$ cat config.mk
export PLATFORM = sky130hd
export DESIGN_NAME = ps2_key_sequencer
export DESIGN_NICKNAME = d
export VERILOG_FILES = /design/src/rtl/ps2_key_pkg.sv /design/src/rtl/ps2_key_sequencer_key_fifo.sv /design/src/rtl/ps2_key_sequencer.sv
export SDC_FILE = /design/constraint.sdc
export NUM_CORES = 1
export LEC_CHECK = 0
export BUFFER_PORTS_ARGS = -buffer_cell sky130_fd_sc_hd__buf_2
export CORE_ASPECT_RATIO = 1.1
export CORE_MARGIN = 4
export CORE_UTILIZATION = 43
export CTS_CLUSTER_DIAMETER = 50
export CTS_CLUSTER_SIZE = 24
export DETAILED_ROUTE_END_ITERATION = 6
export GPL_TIMING_DRIVEN = 1
export PLACE_DENSITY = 0.68
export SKIP_CTS_REPAIR_TIMING = 1
export SLEW_MARGIN = 10
export SYNTH_ARGS = -nofsm -noshare
export SYNTH_HDL_FRONTEND = slang
export SYNTH_SLANG_ARGS = --single-unit
$ cat constraint.sdc
create_clock -name clk -period 2.5 [get_ports clk]
set_clock_uncertainty 0.2 [all_clocks]
set_input_delay 0.5 -clock clk [delete_from_list [all_inputs] [get_ports clk]]
set_output_delay 0.5 -clock clk [all_outputs]
set_load 0.005 [all_outputs]
$ cat src/rtl/ps2_key_pkg.sv
// Shared types and helpers for the PS/2 key sequencer: parser states, prefix
// scan codes, special key indices and the set-2 scan-code translation table.
package ps2_key_pkg;

  typedef enum logic [1:0] {
    ST_IDLE    = 2'd0,
    ST_EXT     = 2'd1,
    ST_BRK     = 2'd2,
    ST_EXT_BRK = 2'd3
  } ps2_state_e;

  localparam logic [7:0] SC_EXT    = 8'hE0;
  localparam logic [7:0] SC_BRK    = 8'hF0;
  localparam logic [4:0] KEY_ENTER = 5'd26;
  localparam logic [4:0] KEY_BKSP  = 5'd27;

  // Returns {hit, idx}; hit=0 means the make code has no Enigma key.
  function automatic logic [5:0] scan_to_idx(input logic [7:0] scan);
    logic [5:0] res;
    case (scan)
      8'h1C:   res = {1'b1, 5'd0};
      8'h32:   res = {1'b1, 5'd1};
      8'h21:   res = {1'b1, 5'd2};
      8'h23:   res = {1'b1, 5'd3};
      8'h24:   res = {1'b1, 5'd4};
      8'h2B:   res = {1'b1, 5'd5};
      8'h34:   res = {1'b1, 5'd6};
      8'h33:   res = {1'b1, 5'd7};
      8'h43:   res = {1'b1, 5'd8};
      8'h3B:   res = {1'b1, 5'd9};
      8'h42:   res = {1'b1, 5'd10};
      8'h4B:   res = {1'b1, 5'd11};
      8'h3A:   res = {1'b1, 5'd12};
      8'h31:   res = {1'b1, 5'd13};
      8'h44:   res = {1'b1, 5'd14};
      8'h4D:   res = {1'b1, 5'd15};
      8'h15:   res = {1'b1, 5'd16};
      8'h2D:   res = {1'b1, 5'd17};
      8'h1B:   res = {1'b1, 5'd18};
      8'h2C:   res = {1'b1, 5'd19};
      8'h3C:   res = {1'b1, 5'd20};
      8'h2A:   res = {1'b1, 5'd21};
      8'h1D:   res = {1'b1, 5'd22};
      8'h22:   res = {1'b1, 5'd23};
      8'h35:   res = {1'b1, 5'd24};
      8'h1A:   res = {1'b1, 5'd25};
      8'h5A:   res = {1'b1, KEY_ENTER};
      8'h66:   res = {1'b1, KEY_BKSP};
      default: res = 6'd0;
    endcase
    return res;
  endfunction

endpackage

$ cat src/rtl/ps2_key_sequencer_key_fifo.sv
// Synchronous circular FIFO with occupancy count, sticky overflow and a
// registered head so the output word is a flop, not a memory read path.
module key_fifo #(
  parameter int DEPTH = 8,
  parameter int WIDTH = 5
) (
  input  logic                     clk,
  input  logic                     rst,
  input  logic                     i_wr_en,
  input  logic [WIDTH-1:0]         i_wr_data,
  input  logic                     i_rd_ready,
  output logic [WIDTH-1:0]         o_rd_data,
  output logic                     o_rd_valid,
  output logic [$clog2(DEPTH):0]   o_count,
  output logic                     o_overflow
);

  localparam int AW = $clog2(DEPTH);
  localparam int CW = AW + 1;
  localparam logic [CW-1:0] FULL_CNT = CW'(DEPTH);

  logic [WIDTH-1:0] r_mem [DEPTH];
  logic [AW-1:0]    r_rd_ptr;
  logic [AW-1:0]    r_wr_ptr;
  logic [CW-1:0]    r_count;
  logic             r_valid;
  logic [WIDTH-1:0] r_head;
  logic             r_overflow;

  logic             w_full;
  logic             w_pop;
  logic             w_push_ok;
  logic             w_drop;
  logic [AW-1:0]    w_rd_ptr_nxt;
  logic [CW-1:0]    w_count_nxt;
  logic [WIDTH-1:0] w_head_nxt;

  assign w_full    = (r_count == FULL_CNT);
  assign w_pop     = r_valid & i_rd_ready;
  // A pop in the same cycle frees the slot, so a full FIFO still accepts.
  assign w_push_ok = i_wr_en & (~w_full | w_pop);
  assign w_drop    = i_wr_en & w_full & ~w_pop;

  // Next read pointer, occupancy and head word.
  always_comb begin
    w_rd_ptr_nxt = r_rd_ptr;
    w_count_nxt  = r_count;
    w_head_nxt   = {WIDTH{1'b0}};
    if (w_pop) begin
      w_rd_ptr_nxt = r_rd_ptr + 1'b1;
    end else begin
      w_rd_ptr_nxt = r_rd_ptr;
    end
    w_count_nxt = r_count + {{(CW-1){1'b0}}, w_push_ok} - {{(CW-1){1'b0}}, w_pop};
    if (w_count_nxt == {CW{1'b0}}) begin
      w_head_nxt = {WIDTH{1'b0}};
    end else if (w_push_ok && (r_wr_ptr == w_rd_ptr_nxt)) begin
      w_head_nxt = i_wr_data;
    end else begin
      w_head_nxt = r_mem[w_rd_ptr_nxt];
    end
  end

  // Storage array; contents are don't-care while unoccupied.
  always_ff @(posedge clk) begin
    if (w_push_ok) begin
      r_mem[r_wr_ptr] <= i_wr_data;
    end
  end

  // Pointers, count, registered head/valid and sticky overflow.
  always_ff @(posedge clk) begin
    if (rst) begin
      r_rd_ptr   <= {AW{1'b0}};
      r_wr_ptr   <= {AW{1'b0}};
      r_count    <= {CW{1'b0}};
      r_valid    <= 1'b0;
      r_head     <= {WIDTH{1'b0}};
      r_overflow <= 1'b0;
    end else begin
      r_rd_ptr <= w_rd_ptr_nxt;
      if (w_push_ok) begin
        r_wr_ptr <= r_wr_ptr + 1'b1;
      end
      r_count <= w_count_nxt;
      r_valid <= (w_count_nxt != {CW{1'b0}});
      r_head  <= w_head_nxt;
      if (w_drop) begin
        r_overflow <= 1'b1;
      end
    end
  end

  assign o_rd_data  = r_head;
  assign o_rd_valid = r_valid;
  assign o_count    = r_count;
  assign o_overflow = r_overflow;

endmodule

$ cat src/rtl/ps2_key_sequencer.sv
// Set-2 make/break parser translating key presses into Enigma key indices and
// buffering them in key_fifo. Define PS2_TYPEMATIC_FILTER_EN to suppress
// auto-repeat makes via a held-key mask cleared by the matching break.
module ps2_key_sequencer
  import ps2_key_pkg::*;
#(
  parameter int FIFO_DEPTH     = 8,
  parameter int TIMEOUT_CYCLES = 2_000_000,
  parameter int TO_WIDTH       = 21
) (
  input  logic                          clk,
  input  logic                          rst,
  input  logic [7:0]                    byte_in,
  input  logic                          byte_stb,
  output logic [4:0]                    key_idx,
  output logic                          key_valid,
  input  logic                          key_ready,
  output logic                          overflow,
  output logic [$clog2(FIFO_DEPTH):0]   fifo_count
);

  localparam logic [TO_WIDTH-1:0] TO_LAST = TO_WIDTH'(TIMEOUT_CYCLES - 1);

  ps2_state_e          r_state;
  logic [TO_WIDTH-1:0] r_to_cnt;
  logic                r_push;
  logic [4:0]          r_push_idx;

  logic [5:0] w_lookup;
  logic       w_hit;
  logic [4:0] w_idx;
  logic       w_make_ok;

  assign w_lookup = scan_to_idx(byte_in);
  assign w_hit    = w_lookup[5];
  assign w_idx    = w_lookup[4:0];

`ifdef PS2_TYPEMATIC_FILTER_EN
  logic [27:0] r_held;

  assign w_make_ok = w_hit & ~r_held[w_idx];

  // Held-key mask: set on a translated make, cleared by the matching break.
  always_ff @(posedge clk) begin
    if (rst) begin
      r_held <= 28'd0;
    end else if (byte_stb && w_hit) begin
      if (r_state == ST_IDLE) begin
        r_held[w_idx] <= 1'b1;
      end else if (r_state == ST_BRK) begin
        r_held[w_idx] <= 1'b0;
      end
    end
  end
`else
  assign w_make_ok = w_hit;
`endif

  // Parser FSM, prefix timeout and registered translation stage.
  always_ff @(posedge clk) begin
    if (rst) begin
      r_state    <= ST_IDLE;
      r_to_cnt   <= {TO_WIDTH{1'b0}};
      r_push     <= 1'b0;
      r_push_idx <= 5'd0;
    end else begin
      r_push     <= 1'b0;
      r_push_idx <= w_idx;
      if (byte_stb) begin
        r_to_cnt <= {TO_WIDTH{1'b0}};
        case (r_state)
          ST_IDLE: begin
            if (byte_in == SC_EXT) begin
              r_state <= ST_EXT;
            end else if (byte_in == SC_BRK) begin
              r_state <= ST_BRK;
            end else begin
              r_state <= ST_IDLE;
              r_push  <= w_make_ok;
            end
          end
          ST_EXT: begin
            if (byte_in == SC_BRK) begin
              r_state <= ST_EXT_BRK;
            end else begin
              r_state <= ST_IDLE;
            end
          end
          ST_BRK:     r_state <= ST_IDLE;
          ST_EXT_BRK: r_state <= ST_IDLE;
          default:    r_state <= ST_IDLE;
        endcase
      end else if (r_state == ST_IDLE) begin
        r_to_cnt <= {TO_WIDTH{1'b0}};
      end else if (r_to_cnt == TO_LAST) begin
        // An abandoned prefix must not swallow the next make code.
        r_state  <= ST_IDLE;
        r_to_cnt <= {TO_WIDTH{1'b0}};
      end else begin
        r_to_cnt <= r_to_cnt + 1'b1;
      end
    end
  end

  key_fifo #(
    .DEPTH (FIFO_DEPTH),
    .WIDTH (5)
  ) u_key_fifo (
    .clk        (clk),
    .rst        (rst),
    .i_wr_en    (r_push),
    .i_wr_data  (r_push_idx),
    .i_rd_ready (key_ready),
    .o_rd_data  (key_idx),
    .o_rd_valid (key_valid),
    .o_count    (fifo_count),
    .o_overflow (overflow)
  );

endmodule
-- Word-level counts from Yosys, hierarchy flattened
Memory sizes are Yosys's and may differ from the RTL's. A register that Yosys moved wholly into a read port is not among the register bits.
Cells that the tools add are included.
- flip-flop bits (word level): 41
- memory bits (writable): 40
- bits in read-only memories: 768
- bits of input ports: 12
- output and inout bits: 11
- word-level logic and storage cells: 53
- memories kept: 2
- $add $sub $neg: 5
- equal/unequal tests: 8
- multiplexer cells: 10
- bitwise operators: 9
- reduce and logical (&&, ||, !) cells: 10
- memories (name ; words ; bits a word ; read ports ; clocked after memory_dff ; write ports ; line ; RTL):
    (name not given) ; 128 ; 6 ; 1 ; 0 ; 0 ; ps2_key_pkg.sv:20 ; case (scan)
    u_key_fifo.r_mem ; 8 ; 5 ; 1 ; 1 ; 1 ; ps2_key_sequencer_key_fifo.sv:22 ; logic [WIDTH-1:0] r_mem [DEPTH];
- operators by type and width (operator ; number):
    $add A21 B1 Y21 const B ; 1
    $eq A21 B21 Y1 const B ; 1
    $eq A8 B8 Y1 const B ; 2
    $mux W2 ; 6
    $add A3 B1 Y3 const B ; 2
    $pmux W2 S3 ; 1
    $reduce_or A2 Y1 ; 3
    $reduce_or A6 Y1 ; 1
    $add A4 B1 Y4 ; 1
    $and A1 B1 Y1 ; 4
    $eq A2 B2 Y1 const B ; 2
    $eq A4 B4 Y1 const B ; 1
    $logic_not A4 Y1 ; 1
    $not A1 Y1 ; 4
    $reduce_bool A4 Y1 ; 1
    $reduce_or A4 Y1 ; 1
    $sub A4 B1 Y4 ; 1
    $mux W3 ; 1
    $eq A2 B1 Y1 const B ; 1
    $logic_not A2 Y1 ; 1
    $mux W1 ; 2
    $ne A2 B2 Y1 const B ; 1
    $reduce_and A2 Y1 ; 1
    $reduce_bool A2 Y1 ; 1
    $or A1 B1 Y1 ; 1

-- Logic depth before layout (Yosys ltp)
- depth after elaboration: 8
- gate-level depth with buffers: 13
- mapped depth without buffers: 13

-- Modules after synthesis
A second synthesis with hierarchy kept.
- cells, all modules: 482
- area total of the unflattened synthesis: 4546.9 µm²
- by module, submodules not included (module ; times used ; cells each ; area an instance (µm²)):
    key_fifo ; 1 ; 252 ; 2733.9
    ps2_key_sequencer ; 1 ; 230 ; 1813.0

-- Least setup slack after synthesis
No wires, ideal clock.
- path kind: input to register
- from: input key_ready
- to: register u_key_fifo.r_head[0], in the netlist u_key_fifo.o_rd_data[0], read port of u_key_fifo.r_mem
- setup time: 121 ps
- data arrival time: 2297 ps
- data required time: 2179 ps
- path slack: -118 ps
- cell stages on the path: 12
- buffers on the path: 0
- cell sequence: nand2_4 inv_2 ha_1 inv_1 ha_1 inv_1 fa_1 xor2_1 and3b_1 a21oi_1 o31ai_1 a2bb2o_1
- word-level cells in the longest chain between the ends: 7
- elaborated cells between the ends (all ways): 8
- ends and longest elaborated chain (element ; line ; RTL):
    from (decl) ; ps2_key_sequencer.sv:17 ; input logic key_ready,
    $and A1 B1 Y1 (*) ; ps2_key_sequencer_key_fifo.sv:39 ; assign w_pop = r_valid & i_rd_ready;
    $or A1 B1 Y1 ; ps2_key_sequencer_key_fifo.sv:41 ; assign w_push_ok = i_wr_en & (~w_full | w_pop);
    $and A1 B1 Y1 ; ps2_key_sequencer_key_fifo.sv:41 ;
    $add A4 B1 Y4 ; ps2_key_sequencer_key_fifo.sv:54 ; w_count_nxt = r_count + {{(CW-1){1'b0}}, w_push_ok} - {{(CW-1){1'b0}}, w_pop};
    $sub A4 B1 Y4 ; ps2_key_sequencer_key_fifo.sv:54 ;
    $logic_not A4 Y1 ; ps2_key_sequencer_key_fifo.sv:55 ; if (w_count_nxt == {CW{1'b0}}) begin
    $reduce_or A2 Y1 (no source line) ; -- ;
    to (decl) ; ps2_key_sequencer_key_fifo.sv:27 ; logic [WIDTH-1:0] r_head;
Every way passes the cells marked *; elsewhere a longest branch is shown, timed or not.
A chain may end at the register's enable or synchronous reset.

-- Worst setup path after layout
- from: register u_key_fifo.r_valid, in the netlist u_key_fifo.o_rd_valid
- to: register u_key_fifo.r_head[1], in the netlist u_key_fifo.o_rd_data[1], read port of u_key_fifo.r_mem
- word-level cells in the longest chain between the ends: 7
- elaborated cells between the ends (all ways): 8
- ends and longest elaborated chain (element ; line ; RTL):
    from (decl) ; ps2_key_sequencer_key_fifo.sv:26 ; logic r_valid;
    from (signal assigned) ; ps2_key_sequencer_key_fifo.sv:86 ; r_valid <= (w_count_nxt != {CW{1'b0}});
    $and A1 B1 Y1 (*) ; ps2_key_sequencer_key_fifo.sv:39 ;
    $or A1 B1 Y1 ; ps2_key_sequencer_key_fifo.sv:41 ;
    $and A1 B1 Y1 ; ps2_key_sequencer_key_fifo.sv:41 ;
    $add A4 B1 Y4 ; ps2_key_sequencer_key_fifo.sv:54 ;
    $sub A4 B1 Y4 ; ps2_key_sequencer_key_fifo.sv:54 ;
    $logic_not A4 Y1 ; ps2_key_sequencer_key_fifo.sv:55 ;
    $reduce_or A2 Y1 (no source line) ; -- ;
Marked as above.

==> flow_metrics.py <==
metrics = {
    "yosys": {
        "synth_mux_area_share_pct": 0.9832,
        "syn-cell-area_mm2": 0.004327,
        "synthTopCellsByArea": "edfxtp_1 28%, dfxtp_1 21%, nor2_1 4.6%",
        "ys_warn_count": 0,
        "ys_ff_latch": 86,
        "synth.distinct_cells": 57,
        "synth-main-ff-cell": "dfxtp_1",
        "async_flop_share_pct": 0,
        "synthesis.nets": 480,
        "synth_adder_area_share_pct": 3.065,
        "avgSynthCellArea_um2": 9.447,
        "ys_seq_area_share_pct": 49.05,
        "synth_top_family_by_area": "compound AO/OA/AOI/OAI gates",
        "synth-simple-area-share_pct": 16.48,
        "synthCells": 458,
        "synth-xor-area-share_pct": 6.478,
        "synth_edf_count": 40,
        "yosysTopAreaCell": "edfxtp_1",
        "synth_compound_area_share_pct": 18.51,
        "synth_top_area_share_pct": 27.76,
    },
    "finish": {
        "antenna_cells": 0,
        "area_growth_pct": 15.41,
        "drive_above_1_share_pct": 19.03,
        "fin_cells": 614,
        "fin_nets": 511,
    },
    "timing": {
        "hold_slack_ns": 0.2105,
        "fin_ws_ns": 0.03046,
        "rsz0062_at_grt": "yes",
        "hold_viol_final": 0,
        "fin_crit_sh_pct": 98.78,
        "clock.fmax_ghz": 0.4049,
        "setup_tns_ns": 0,
        "slew_headroom_pct": 61.87,
        "slew_viol_final": 0,
        "period_needed_ns": 2.470,
        "tightest_slew_ns": 0.5720,
        "setup_viol": 0,
    },
    "route": {
        "drt-wirelength-per-cell_um": 15.90,
        "avgViaCountPerCell": 5.736,
        "wl_mm": 9.761,
        "antenna_left": 0,
        "drc": 0,
        "initialDrtViolationCount": 217,
        "first_pass_iters": 5,
        "vias": 3522,
    },
    "clock_network": {
        "cts_tree": "built",
        "path_clk_slew_ns": 0.09,
        "cts_num_sinks": 86,
        "clk_root_buffer_cell": "clkbuf_8",
        "cts_buffer_depth": 2,
        "htree_levels": 3,
        "numCtsBuffers": 9,
        "clock_latency_ns": 0.36,
    },
    "critical_path": {
        "reg2reg_depth": 11,
        "cp_max_fo": 4,
        "timing.rr.end": "u_key_fifo.o_rd_data[1]$_SDFF_PP0_",
        "critPathLaunch": "u_key_fifo.o_rd_valid$_SDFF_PP0_",
        "end_kind": "register",
        "crit_type": "reg2reg",
        "crit_path_start_kind": "register",
        "cp.required_ns": 2.59,
        "r2r_start": "u_key_fifo.o_rd_valid$_SDFF_PP0_",
        "critPathArrivalTime_ns": 2.56,
        "r2r_setup_slack_ns": 0.03,
    },
    "power_and_ir_drop": {
        "p_per_area_mw_per_mm2": 795.0,
        "max-vdd-ir-drop_uv": 458.5,
        "leakage_nw": 1.802,
        "power_mw": 3.970,
    },
    "hold_path": {
        "min_path_cells": 2,
        "min_from": "byte_in[7]",
        "holdCritPathClass": "in2reg",
        "min_to": "r_push_idx[2]$_SDFF_PP0_",
    },
    "place": {
        "hpwl_mm": 6.878,
        "place_inst": 597,
        "preCtsSetupSlack_ns": -0.2651,
        "gp_congestion": 0.8745,
        "portBuffers": 22,
    },
    "floorplan": {
        "core.rowCount": 38,
        "start_util_pct": 43.96,
        "io_pins": 23,
        "die_y_um": 113.2,
        "die_area_mm2": 0.01173,
        "core_area_mm2": 0.009842,
        "die_w_um": 103.6,
    },
    "global_routing": {
        "grt_pass1_vias": 3325,
        "track_usage_pct": 16.83,
        "grt_pass1_wl_mm": 16.08,
        "grt-ovfl-total": 0,
        "antenna_found_initial": 0,
        "grt_max_degree": 42,
    },
    "job": {
        "max-cap-violations": 0,
    },
    "run_status": {
        "outcome": "finished clean",
    },
}
==> critical path, stage by stage (launching register included) <==
cell       delay (ns)
dfxtp_4          0.37
nand2_8          0.08
inv_6            0.03
ha_4             0.25
inv_2            0.04
ha_4             0.15
inv_2            0.05
fa_2             0.44
and3b_2          0.26
a211oi_2         0.25
buf_4            0.18
o2bb2ai_2        0.10
==> cell type report <==
cell class | instances | area, um^2
flip-flops and latches | 86 | 2128
multi-input cells | 316 | 2081
fillers | 884 | 4848
clock inverters | 7 | 81.33
clock buffers | 9 | 123.9
repair buffers | 51 | 327.8
well taps | 120 | 150.1
inverters | 25 | 101.3
==> worst max path at each step <==
stage	end	slack, ns	depth (start not counted)
global route	u_key_fifo.o_rd_data[3]$_SDFF_PP0_	-0.06	11
detailed placement	u_key_fifo.o_rd_data[0]$_SDFF_PP0_	-0.27	13
floorplan	u_key_fifo.o_rd_data[0]$_SDFF_PP0_	0.007	12
CTS	u_key_fifo.o_rd_data[0]$_SDFF_PP0_	-0.11	13
finish	u_key_fifo.o_rd_data[1]$_SDFF_PP0_	0.03	11
global placement	u_key_fifo.o_rd_data[0]$_SDFF_PP0_	-0.18	13
==> where the power goes <==
group / internal, mW / switching (mW) / total, mW
Clock: 0.473 / 0.513 / 0.986
Sequential: 1.56 / 0.0539 / 1.61
Combinational: 0.577 / 0.796 / 1.37
==> sequential cells by signal, indices dropped and copies added (netlist names) <==
register,count
r_push,1
r_push_idx,5
r_state,2
r_to_cnt,21
u_key_fifo.o_count,4
u_key_fifo.o_overflow,1
u_key_fifo.o_rd_data,5
u_key_fifo.o_rd_valid,1
u_key_fifo.r_mem,40
u_key_fifo.r_rd_ptr,3
u_key_fifo.r_wr_ptr,3
==> metrics by stage <==
| stage | cell area (um^2) | utilization, % |
|---|---|---|
| 2_1_floorplan | 4377 | - |
| 3_5_place_dp | 4706 | 47.81 |
| 3_3_place_gp | 4706 | 47.81 |
| 5_1_grt | 4994 | 50.74 |
| 4_1_cts | 4911 | 49.90 |
| 6_report | 4994 | 50.74 |
==> cells in the mapped netlist, drive strengths merged (10+ instances only) <==
cell type	count
edfxtp	40
nand3	15
a211oi	11
nor2	53
clkbuf	14
o21ai	33
inv	25
nand2	45
xor2	20
buf	17
a21oi	19
dfxtp	46
xnor2	12
o211ai	10
a221oi	12
==> layout by cell type (no fill, tap or decap), drive strengths merged, types with 2 or more instances in the layout <==
cell type and instances:
a211oi 11, a21o 2, a21oi 19, a221oi 12
a22oi 4, a31oi 3, and3 6, buf 51
clkbuf 9, clkinv 3, dfxtp 46, edfxtp 40
ha 9, inv 27, mux2i 3, nand2 45
nand2b 5, nand3 15, nand4 3, nor2 53
nor2b 5, nor3 7, nor3b 3, nor4 4
nor4b 2, o211ai 10, o21ai 33, o22ai 2
o2bb2ai 4, o31ai 2, o32ai 5, xnor2 12
xor2 20
==> cell families after synthesis <==
logic type | Yosys count
buffers and inverters | 56
multiplexers | 3
AO/OA/AOI/OAI | 118
adder cells (fa/ha/maj) | 10
AND/OR/NAND/NOR | 153
XOR/XNOR | 32
flip-flops | 86
==> layer usage <==
layer,GRT usage (%),up-vias,wire [um]
li1,-,1720,-
met1,21.23,1673,4194
met2,29.49,117,4891
met3,3.195,12,546
met4,5.053,0,128
met5,0,-,0
No activity file was read; power rests on OpenSTA's default activity.
